--- src/rtl/i2c_master_ctrl_pkg.sv ---
// Shared definitions for the I2C master controller: FSM states, quarter-phase
// encodings, byte step indices, transfer lengths and the command payload.
package i2c_master_ctrl_pkg;

  typedef enum logic [3:0] {
    ST_IDLE,
    ST_START,
    ST_TX_BYTE,
    ST_RX_ACK,
    ST_RSTART,
    ST_RX_BYTE,
    ST_TX_NACK,
    ST_STOP,
    ST_DONE
  } state_e;

  // Quarter phases within one SCL bit period
  localparam logic [1:0] Q0 = 2'd0;
  localparam logic [1:0] Q1 = 2'd1;
  localparam logic [1:0] Q2 = 2'd2;
  localparam logic [1:0] Q3 = 2'd3;

  // Byte step indices
  localparam logic [1:0] STEP_DEV_W = 2'd0;  // {dev,0}
  localparam logic [1:0] STEP_REG   = 2'd1;  // register address
  localparam logic [1:0] STEP_DATA  = 2'd2;  // wdata (write) or repeated START (read)
  localparam logic [1:0] STEP_DEV_R = 2'd3;  // {dev,1}

  // Bit periods per complete transfer
  localparam int unsigned WR_BITS = 29;
  localparam int unsigned RD_BITS = 39;

  typedef struct packed {
    logic       rw;
    logic [6:0] dev_addr;
    logic [7:0] reg_addr;
    logic [7:0] wdata;
  } cmd_t;

  // Bit periods of an un-NACKed transfer of the given direction
  function automatic int unsigned xfer_bits(input logic rw);
    return rw ? RD_BITS : WR_BITS;
  endfunction

endpackage

--- src/rtl/i2c_quarter_tick.sv ---
// Quarter-bit prescaler: pulses tick_c on the last clk of every CLK_DIV-clk
// quarter and advances the 2-bit quarter index on that pulse.
// Ports: clk, rst (sync, active-high), clr (sync realign to Q0/count 0),
//        tick_c (combinational end-of-quarter strobe), quarter (current Q0..Q3).
module i2c_quarter_tick #(
  parameter int unsigned CLK_DIV = 13,
  parameter int unsigned DIV_W   = 8
) (
  input  logic       clk,
  input  logic       rst,
  input  logic       clr,
  output logic       tick_c,
  output logic [1:0] quarter
);

  logic [DIV_W-1:0] cnt_q;

  assign tick_c = (cnt_q == DIV_W'(CLK_DIV - 1));

  // Divider and quarter index
  always_ff @(posedge clk) begin
    if (rst || clr) begin
      cnt_q   <= '0;
      quarter <= 2'd0;
    end else if (tick_c) begin
      cnt_q   <= '0;
      quarter <= quarter + 2'd1;
    end else begin
      cnt_q   <= cnt_q + DIV_W'(1);
    end
  end

endmodule

--- src/rtl/i2c_master_ctrl.sv ---
// Single-master I2C controller executing one register write or register read
// per command. Bus pins are open-drain enables; the pad ring turns oe=1 into
// a driven 0 and oe=0 into 'z' with an external pull-up.
// Ports:
//   clk, rst                      clock, synchronous active-high reset
//   cmd_valid/cmd_ready           command handshake
//   cmd_rw, cmd_dev_addr,
//   cmd_reg_addr, cmd_wdata       command fields (captured on accept)
//   rsp_valid                     one-cycle completion pulse
//   rsp_rdata, rsp_nack           read byte / NACK status, held between pulses
//   scl_oe, sda_oe                1 = pull the line low
//   sda_i                         sampled SDA bus level
module i2c_master_ctrl
  import i2c_master_ctrl_pkg::*;
#(
  parameter int unsigned CLK_DIV = 13,
  parameter int unsigned DIV_W   = 8
) (
  input  logic       clk,
  input  logic       rst,
  input  logic       cmd_valid,
  output logic       cmd_ready,
  input  logic       cmd_rw,
  input  logic [6:0] cmd_dev_addr,
  input  logic [7:0] cmd_reg_addr,
  input  logic [7:0] cmd_wdata,
  output logic       rsp_valid,
  output logic [7:0] rsp_rdata,
  output logic       rsp_nack,
  output logic       scl_oe,
  output logic       sda_oe,
  input  logic       sda_i
);

  state_e     state_q, state_d;
  cmd_t       cmd_q, cmd_d;
  logic [1:0] step_q, step_d;
  logic [2:0] bit_q, bit_d;
  logic [7:0] tx_q, tx_d;
  logic [7:0] rx_q, rx_d;
  logic       ack_q, ack_d;
  logic       nack_q, nack_d;
  logic       sda_pre_q, sda_pre_d;
  logic       cmd_ready_d, rsp_valid_d, rsp_nack_d, scl_oe_d;
  logic [7:0] rsp_rdata_d;

  logic       tick_c;
  logic [1:0] quarter;
  logic       accept_c, launch_c, q2_end_c, bit_end_c;

  assign accept_c  = cmd_valid && cmd_ready;
  // A captured command waits one cycle in IDLE before the bus sequence starts
  assign launch_c  = (state_q == ST_IDLE) && !cmd_ready;
  assign q2_end_c  = tick_c && (quarter == Q2);
  assign bit_end_c = tick_c && (quarter == Q3);

  // Prescaler is held at Q0/count 0 while idle so every transfer starts aligned
  i2c_quarter_tick #(
    .CLK_DIV (CLK_DIV),
    .DIV_W   (DIV_W)
  ) u_tick (
    .clk     (clk),
    .rst     (rst),
    .clr     (state_q == ST_IDLE),
    .tick_c  (tick_c),
    .quarter (quarter)
  );

  // Next-state, datapath and bus-level decode
  always_comb begin
    state_d     = state_q;
    cmd_d       = cmd_q;
    step_d      = step_q;
    bit_d       = bit_q;
    tx_d        = tx_q;
    rx_d        = rx_q;
    ack_d       = ack_q;
    nack_d      = nack_q;
    cmd_ready_d = cmd_ready;
    rsp_valid_d = 1'b0;
    rsp_rdata_d = rsp_rdata;
    rsp_nack_d  = rsp_nack;
    scl_oe_d    = 1'b0;
    sda_pre_d   = 1'b0;

    if (q2_end_c) begin
      ack_d = sda_i;
    end

    unique case (state_q)
      ST_IDLE: begin
        if (accept_c) begin
          cmd_d       = {cmd_rw, cmd_dev_addr, cmd_reg_addr, cmd_wdata};
          cmd_ready_d = 1'b0;
        end else if (launch_c) begin
          state_d = ST_START;
          nack_d  = 1'b0;
          step_d  = STEP_DEV_W;
          bit_d   = 3'd0;
        end
      end

      ST_START: begin
        // SDA falls while SCL high (Q2), then SCL falls (Q3)
        scl_oe_d  = (quarter == Q3);
        sda_pre_d = quarter[1];
        if (bit_end_c) begin
          state_d = ST_TX_BYTE;
          tx_d    = {cmd_q.dev_addr, 1'b0};
          bit_d   = 3'd0;
        end
      end

      ST_TX_BYTE: begin
        scl_oe_d  = !quarter[1];
        sda_pre_d = !tx_q[7];
        if (bit_end_c) begin
          if (bit_q == 3'd7) begin
            state_d = ST_RX_ACK;
          end else begin
            tx_d  = {tx_q[6:0], 1'b0};
            bit_d = bit_q + 3'd1;
          end
        end
      end

      ST_RX_ACK: begin
        scl_oe_d = !quarter[1];
        if (bit_end_c) begin
          bit_d = 3'd0;
          if (ack_q) begin
            nack_d  = 1'b1;
            state_d = ST_STOP;
          end else begin
            unique case (step_q)
              STEP_DEV_W: begin
                step_d  = STEP_REG;
                tx_d    = cmd_q.reg_addr;
                state_d = ST_TX_BYTE;
              end
              STEP_REG: begin
                step_d = STEP_DATA;
                if (cmd_q.rw) begin
                  state_d = ST_RSTART;
                end else begin
                  tx_d    = cmd_q.wdata;
                  state_d = ST_TX_BYTE;
                end
              end
              STEP_DATA:  state_d = ST_STOP;
              STEP_DEV_R: state_d = ST_RX_BYTE;
              default:    state_d = ST_STOP;
            endcase
          end
        end
      end

      ST_RSTART: begin
        // SCL low with SDA released, SCL high, then SDA falls under high SCL
        scl_oe_d  = (quarter == Q0);
        sda_pre_d = (quarter == Q3);
        if (bit_end_c) begin
          step_d  = STEP_DEV_R;
          tx_d    = {cmd_q.dev_addr, 1'b1};
          bit_d   = 3'd0;
          state_d = ST_TX_BYTE;
        end
      end

      ST_RX_BYTE: begin
        scl_oe_d = !quarter[1];
        if (q2_end_c) begin
          rx_d = {rx_q[6:0], sda_i};
        end
        if (bit_end_c) begin
          if (bit_q == 3'd7) begin
            state_d = ST_TX_NACK;
          end else begin
            bit_d = bit_q + 3'd1;
          end
        end
      end

      ST_TX_NACK: begin
        scl_oe_d = !quarter[1];
        if (bit_end_c) begin
          state_d = ST_STOP;
        end
      end

      ST_STOP: begin
        // SDA held low through SCL rise, released in Q3
        scl_oe_d  = !quarter[1];
        sda_pre_d = (quarter != Q3);
        if (bit_end_c) begin
          state_d = ST_DONE;
        end
      end

      ST_DONE: begin
        state_d     = ST_IDLE;
        rsp_valid_d = 1'b1;
        cmd_ready_d = 1'b1;
        rsp_nack_d  = nack_q;
        if (cmd_q.rw && !nack_q) begin
          rsp_rdata_d = rx_q;
        end
      end

      default: state_d = ST_IDLE;
    endcase
  end

  // State and output registers; SDA passes one extra stage so it never
  // changes on the same clk as SCL
  always_ff @(posedge clk) begin
    if (rst) begin
      state_q   <= ST_IDLE;
      cmd_q     <= '0;
      step_q    <= STEP_DEV_W;
      bit_q     <= 3'd0;
      tx_q      <= 8'd0;
      rx_q      <= 8'd0;
      ack_q     <= 1'b0;
      nack_q    <= 1'b0;
      sda_pre_q <= 1'b0;
      cmd_ready <= 1'b1;
      rsp_valid <= 1'b0;
      rsp_rdata <= 8'd0;
      rsp_nack  <= 1'b0;
      scl_oe    <= 1'b0;
      sda_oe    <= 1'b0;
    end else begin
      state_q   <= state_d;
      cmd_q     <= cmd_d;
      step_q    <= step_d;
      bit_q     <= bit_d;
      tx_q      <= tx_d;
      rx_q      <= rx_d;
      ack_q     <= ack_d;
      nack_q    <= nack_d;
      sda_pre_q <= sda_pre_d;
      cmd_ready <= cmd_ready_d;
      rsp_valid <= rsp_valid_d;
      rsp_rdata <= rsp_rdata_d;
      rsp_nack  <= rsp_nack_d;
      scl_oe    <= scl_oe_d;
      sda_oe    <= sda_pre_q;
    end
  end

endmodule
--- config.mk ---
export PLATFORM = sky130hd
export DESIGN_NAME = i2c_master_ctrl
export DESIGN_NICKNAME = d
export VERILOG_FILES = /design/src/rtl/i2c_master_ctrl_pkg.sv /design/src/rtl/i2c_quarter_tick.sv /design/src/rtl/i2c_master_ctrl.sv
export SDC_FILE = /design/constraint.sdc
export NUM_CORES = 1
export LEC_CHECK = 0
export CORE_MARGIN = 3
export CORE_UTILIZATION = 45
export CTS_CLUSTER_DIAMETER = 200
export CTS_CLUSTER_SIZE = 28
export DETAILED_ROUTE_END_ITERATION = 16
export PLACE_DENSITY = 0.69
export SLEW_MARGIN = 20
export SYNTH_ARGS = -nofsm -noshare
export SYNTH_HDL_FRONTEND = slang
export SYNTH_HIERARCHICAL = 1
export SYNTH_SLANG_ARGS = --single-unit
--- constraint.sdc ---
create_clock -name clk -period 2.3 [get_ports clk]
set_input_delay 0.46 -clock clk [delete_from_list [all_inputs] [get_ports clk]]
set_output_delay 0.46 -clock clk [all_outputs]
set_load 0.1 [all_outputs]
======== Word-level counts from Yosys, hierarchy flattened ========
Index checks and enable logic that the tools add are counted.
storage, ports and cells
  output and inout bits ................... 13
  register bits ........................... 75
  logic and storage cells ................. 138
  bits of input ports ..................... 28
cells by class
  eq/ne operators ......................... 37
  reductions and logical operators ........ 32
  multiplexer cells ....................... 46
  add/sub/neg operators ................... 3
operators with widths
  operator               count
  $mux W8                7
  $mux W4                11
  $ne A2 B2 Y1 const B   17
  $pmux W8 S4            1
  $pmux W4 S7            1
  $mux W3                6
  $eq A4 B3 Y1 const B   4
  $pmux W4 S4            1
  $pmux W8 S2            1
  $mux W2                5
  $reduce_and A10 Y1     1
  $pmux W3 S3            1
  $reduce_and A9 Y1      1
  $add A8 B1 Y8 const B  1
  $eq A2 B2 Y1 const B   4
  $eq A4 B2 Y1 const B   2
  $eq A8 B4 Y1 const B   1
  $reduce_and A2 Y1      4
  $reduce_and A7 Y1      1
  $mux W1                6
  $ne A2 B1 Y1 const B   3
  $pmux W2 S3            1
  $reduce_and A6 Y1      1
  $reduce_bool A3 Y1     2
  23 further kinds       35

======== Logic depth before layout (Yosys ltp) ========
  depth in word-level cells ............... 5
  depth in mapped cells ................... 9

======== By module ========
The synthesis kept the hierarchy.
by module, submodules not included
  module            times used  cells each  sequential area each (um^2)  area an instance (um^2)
  i2c_master_ctrl   1           339         1301.2                       3007.9
  i2c_quarter_tick  1           50          200.2                        440.4

======== Worst setup path before layout ========
Ideal clock, no wire load.
  path type ............................... reg2reg
  start ................................... reg u_tick.cnt_q[0]
  end ..................................... reg tx_q[0]
  setup slack ............................. 0.106 ns
  required time ........................... 2.163 ns
  buffers on the path ..................... 1
  cell stages (with the launch flop) ...... 10
  data arrival time ....................... 2.057 ns
  path through ............................ dfxtp_1 -> inv_1 -> ha_1 -> or3b_4 -> nor2_1 -> nand3_1 -> a211oi_4 -> and2_1 -> buf_4 -> a211oi_1
on the way
  cells in the longest elaborated chain, start to end .. 4
  elaborated cells on any way between the ends .. 7
  those cells by class .................... eq/ne (5); reduce/logical (2)
RTL lines
  element                        line                    RTL
  start: declaration             i2c_quarter_tick.sv:16  logic [DIV_W-1:0] cnt_q;
  start signal: assignment       i2c_quarter_tick.sv:29  cnt_q <= cnt_q + DIV_W'(1);
  $eq A8 B4 Y1 *                 i2c_quarter_tick.sv:18  assign tick_c = (cnt_q == DIV_W'(CLK_DIV - 1));
  via tick_c                     i2c_master_ctrl.sv:47   logic tick_c;
  $logic_and A1 B1 Y1 *          i2c_master_ctrl.sv:55   assign bit_end_c = tick_c && (quarter == Q3);
  $ne A2 B2 Y1 (no line)         --
  $reduce_and A9 Y1 (no line) *  --
  end signal: assignment         i2c_master_ctrl.sv:238  tx_q <= tx_d;
  end: declaration               i2c_master_ctrl.sv:39   logic [7:0] tx_q, tx_d;
Mark *: on every way through the listed nets, which the timed path passes. The rest lies on a longest branch.
A chain may end at the register's enable or synchronous reset.

======== Worst setup path in the final report ========
  start ................................... reg u_tick.cnt_q[0]
  end ..................................... reg state_q[2]
on the way
  cells in the longest elaborated chain, start to end .. 4
  elaborated cells on any way between the ends .. 9
  those cells by class .................... eq/ne (7); reduce/logical (2)
RTL lines
  element                                                 line                    RTL
  $eq A8 B4 Y1 *                                          i2c_quarter_tick.sv:18
  via tick_c                                              i2c_master_ctrl.sv:47
  $logic_and A1 B1 Y1 *                                   i2c_master_ctrl.sv:55
  $ne A2 B2 Y1 (no line) or $ne A2 B1 Y1 (tied branches)  --
  $reduce_and A10 Y1 (no line) *                          --
  end signal: assignment                                  i2c_master_ctrl.sv:234  state_q <= state_d;
  end: declaration                                        i2c_master_ctrl.sv:35   state_e state_q, state_d;
Marked as above.

==> metrics.md <==
| Metric | Value |
|---|---|
| Synth Area in Compound Gates | `between 10% and 20%` |
| Reg-to-Reg Start | `u_tick/cnt_q[0]` |
| Slew @ Worst Pin | `just over 600 ps` |
| First-pass GRT wire length | `roughly 13000 um` |
| Share of cells above drive strength 1 | `about 16%` |
| Post-Synth Simple-Gate Area | `21.4%` |
| Final Hold Viols | `0` |
| Placed instance area | `between 0.003 and 0.004 sq mm` |
| CTS clock-pin slew for the worst setup and hold paths | `about 80 ps` |
| Syn avg cell area | `~8.9 sq um` |
| Crit path time final | `2040 ps` |
| Clk pwr share | `between 20 and 30%` |
| Row Count | `31` |
| Worst VDD drop | `0.569 mV` |
| Mapped Cells | `between 300 and 400` |
| Setup crit start | `u_tick/cnt_q[0]` |
| Worst Setup Start Kind | `register` |
| Layout Cells excl Fill | `532` |
| CTS buffer count | `9` |
| Root Buffer | `clkbuf_8` |
| Synthesized Nets | `around 420` |
| Gp weighted congestion | `between 0.8 and 0.9` |
| P_sw | `1.48 mW` |
| Switching share of power | `roughly a third` |
| Final Max Tran Viols | `0` |
| Core ar. | `about 0.0073 sq mm` |
| Highest-count cells in the layout ignoring fill and taps | `dfxtp_1, nand2_1, a21oi_1` |
| Arr. time, crit path | `between 2000 and 2500 ps` |
| Overall power | `roughly 4.2 mW` |
| Top cells by area in the synthesized netlist | `dfxtp_1, a21oi_1, nand2_1` |
| Post-synthesis cell type count | `62` |
| CP Data Required Time | `~2500 ps` |
| Vias in the first global route | `approximately 2800` |
| Die Y | `roughly 94 um` |
| Drt total wl | `between 7000 and 8000 um` |
| Pre-CTS WS | `just under 50 ps` |
| Post-CTS setup buffers | `0` |
| Worst clock skew | `6.98 ps` |
| Iter 0 DRT Violations | `between 100 and 150` |
| Post-route DRC | `0` |
| Largest net degree at the start of global routing | `31` |
| Synth warn | `6` |
| Post-synthesis adder-cell area fraction | `approximately 1.5%` |
| Hold WS | `approximately 450 ps` |
| Mux cell area share after synthesis | `7.55%` |
| Unrepaired setup endpoints after global routing | `no` |
| Seq/Total Area, Yosys | `between 40% and 50%` |
| Setup TNS | `0 ps` |
| Largest family of logic cells by synthesized area | `simple AND/OR/NAND/NOR gates` |
| Final setup fails | `0` |
| Commonest non-fill, non-tap cell in the layout | `dfxtp_1` |
| Fin area | `about 0.0042 sq mm` |
| Initial antenna violation count | `0` |
| M1 wire length | `~3700 um` |
| Worst skew pair latency | `350 ps` |
| Worst setup path class | `register to register` |
| Critical Path Fanout Max | `6` |
| Synth Cell Area | `between 0.003 and 0.004 sq mm` |
| DR pass1 iterations | `4` |
| Leakage power | `1.62 nW` |
| DIE AREA | `0.00875 sq mm` |
| Synth area leader | `dfxtp_1` |
| Util after Layout | `between 50% and 60%` |
| Area Growth Syn to Fin | `20.6%` |
| Cells after DPL | `516` |
| Yosys top cell area share | `a little over two fifths` |
| Met3 Wirelength | `approximately 250 um` |
| Die X | `93.5 um` |
| GRT Total Usage | `18.4%` |
| Synth Flop Type | `dfxtp_1` |
| Number of flops mapped to enable cells by yosys | `0` |
| Grt ovf | `0` |
| H-tree levels | `3` |
| Dpl hpwl | `between 5000 and 6000 um` |
| Hold Crit Class | `register to register` |
| Flop pwr share | `37.5%` |
| Clock Path Buffers | `2` |
| I/O pin cnt | `~40` |
| Max_cap viols | `0` |
| Routed Antenna Nets | `0` |
| Fmax | `slightly below 0.5 GHz` |
| Period utilisation layout | `88.7%` |
| IO buf count | `40` |
| Rel. slew slack | `around three fifths` |
| HP Start | `sda_pre_q` |
| Initial Util | `around 47%` |
| CTS tree | `done` |
| Final worst slack | `~260 ps` |
| Via/cell ratio | `about 5.4` |
| WL met2 | `3400 um` |
| Crit end category | `register` |
| Comb pwr share | `around a third` |
| Synthesized flop and latch total | `75` |
| Synth async-reset ratio | `0%` |
| Internal power | `~2.8 mW` |
| Vias | `~2800` |
| Xor and xnor area share after synthesis | `0.762%` |
| Clock Sinks | `75` |
| WL/cell | `14.1 um` |
| Nets | `460` |
| Status | `finished, final reports clean` |
| Uppermost routed layer | `met4` |
| Ant diodes | `0` |
| Power density cells | `slightly above 1000 mW/mm^2` |
layout make-up:
class / count / area [sq um]
tap: 99 / 124
clock inverter: 7 / 116
multi-input combinational: 277 / 1780
inverter: 9 / 33.8
sequential: 75 / 1500
fill: 676 / 3170
timing repair buffer: 56 / 483
clock buffer: 9 / 124
logic make-up (layout without fill, tap and decap cells):
group | after synthesis | after routing
simple gates | 148 | 148
compound gates | 97 | 97
flops | 75 | 75
buf+inv | 37 | 81
mux | 25 | 25
fa+ha+maj | 4 | 4
xor+xnor | 3 | 3
routing by layer:
metal / track usage [%] / up-vias
met5: 0 / -
met4: 7.34 / 0
met3: 4.10 / 11
met2: 28.2 / 36
met1: 24.9 / 1344
li1: - / 1458
final timing paths:
path,to,slack (ps),depth (start not counted)
worst min register to register,sda_oe,450,1
worst max register to register,state_q[2],260,9
worst min-delay path,sda_oe,450,1
worst max-delay path,state_q[2],260,9
Yosys cell counts, types with 2 or more instances:
cell type and number:
dfxtp_1 75, nand2_1 57, a21oi_1 43, nor2_1 33, mux2i_1 17, clkbuf_1 14
nor3b_1 9, a211oi_1 8, inv_1 8, mux2_2 8, o21ai_0 8, a221oi_1 7
nand3_1 7, buf_2 6, nand2b_1 6, or3_1 6, nor2b_1 5, nor3_1 5
buf_6 4, ha_1 4, buf_4 3, nand3b_1 3, o31ai_1 3, a211oi_2 2
a21o_1 2, a311oi_1 2, and3_1 2, nand4bb_1 2, o21bai_1 2, o221a_2 2
o22a_1 2, or2_2 2, or3b_2 2, xor2_1 2
worst max-delay path, cell delays in order, from the launching register on:
cell	delay, ps
dfxtp_1	350
inv_1	60
ha_1	120
or3b_4	410
nor2_4	130
nand3_2	140
buf_4	210
a21oi_1	110
o221ai_1	130
o221a_2	270
power by group through the flow:
stage          logic (mW)  clock network, mW  registers, mW
3_3_place_gp         1.41                  0           1.62
3_5_place_dp         1.42                  0           1.62
2_1_floorplan        1.06                  0           1.63
4_1_cts              1.43               1.25           1.59
5_1_grt              1.59               1.29           1.62
6_report             1.43               1.22           1.59
repair_timing:
item	in CTS	in global routing
gates resized for setup	0	4
setup endpoints to repair	0	20
hold buffers	0	0
state kept, by name, indices dropped and copies added (netlist names):
name and cells:
cmd_q 24, rsp_rdata 8, rx_q 8, tx_q 8, u_tick/cnt_q 8, state_q 4
bit_q 3, step_q 2, u_tick/quarter 2, ack_q 1, cmd_ready 1, nack_q 1
rsp_nack 1, rsp_valid 1, scl_oe 1, sda_oe 1, sda_pre_q 1
(Power assumes the default switching activity.)
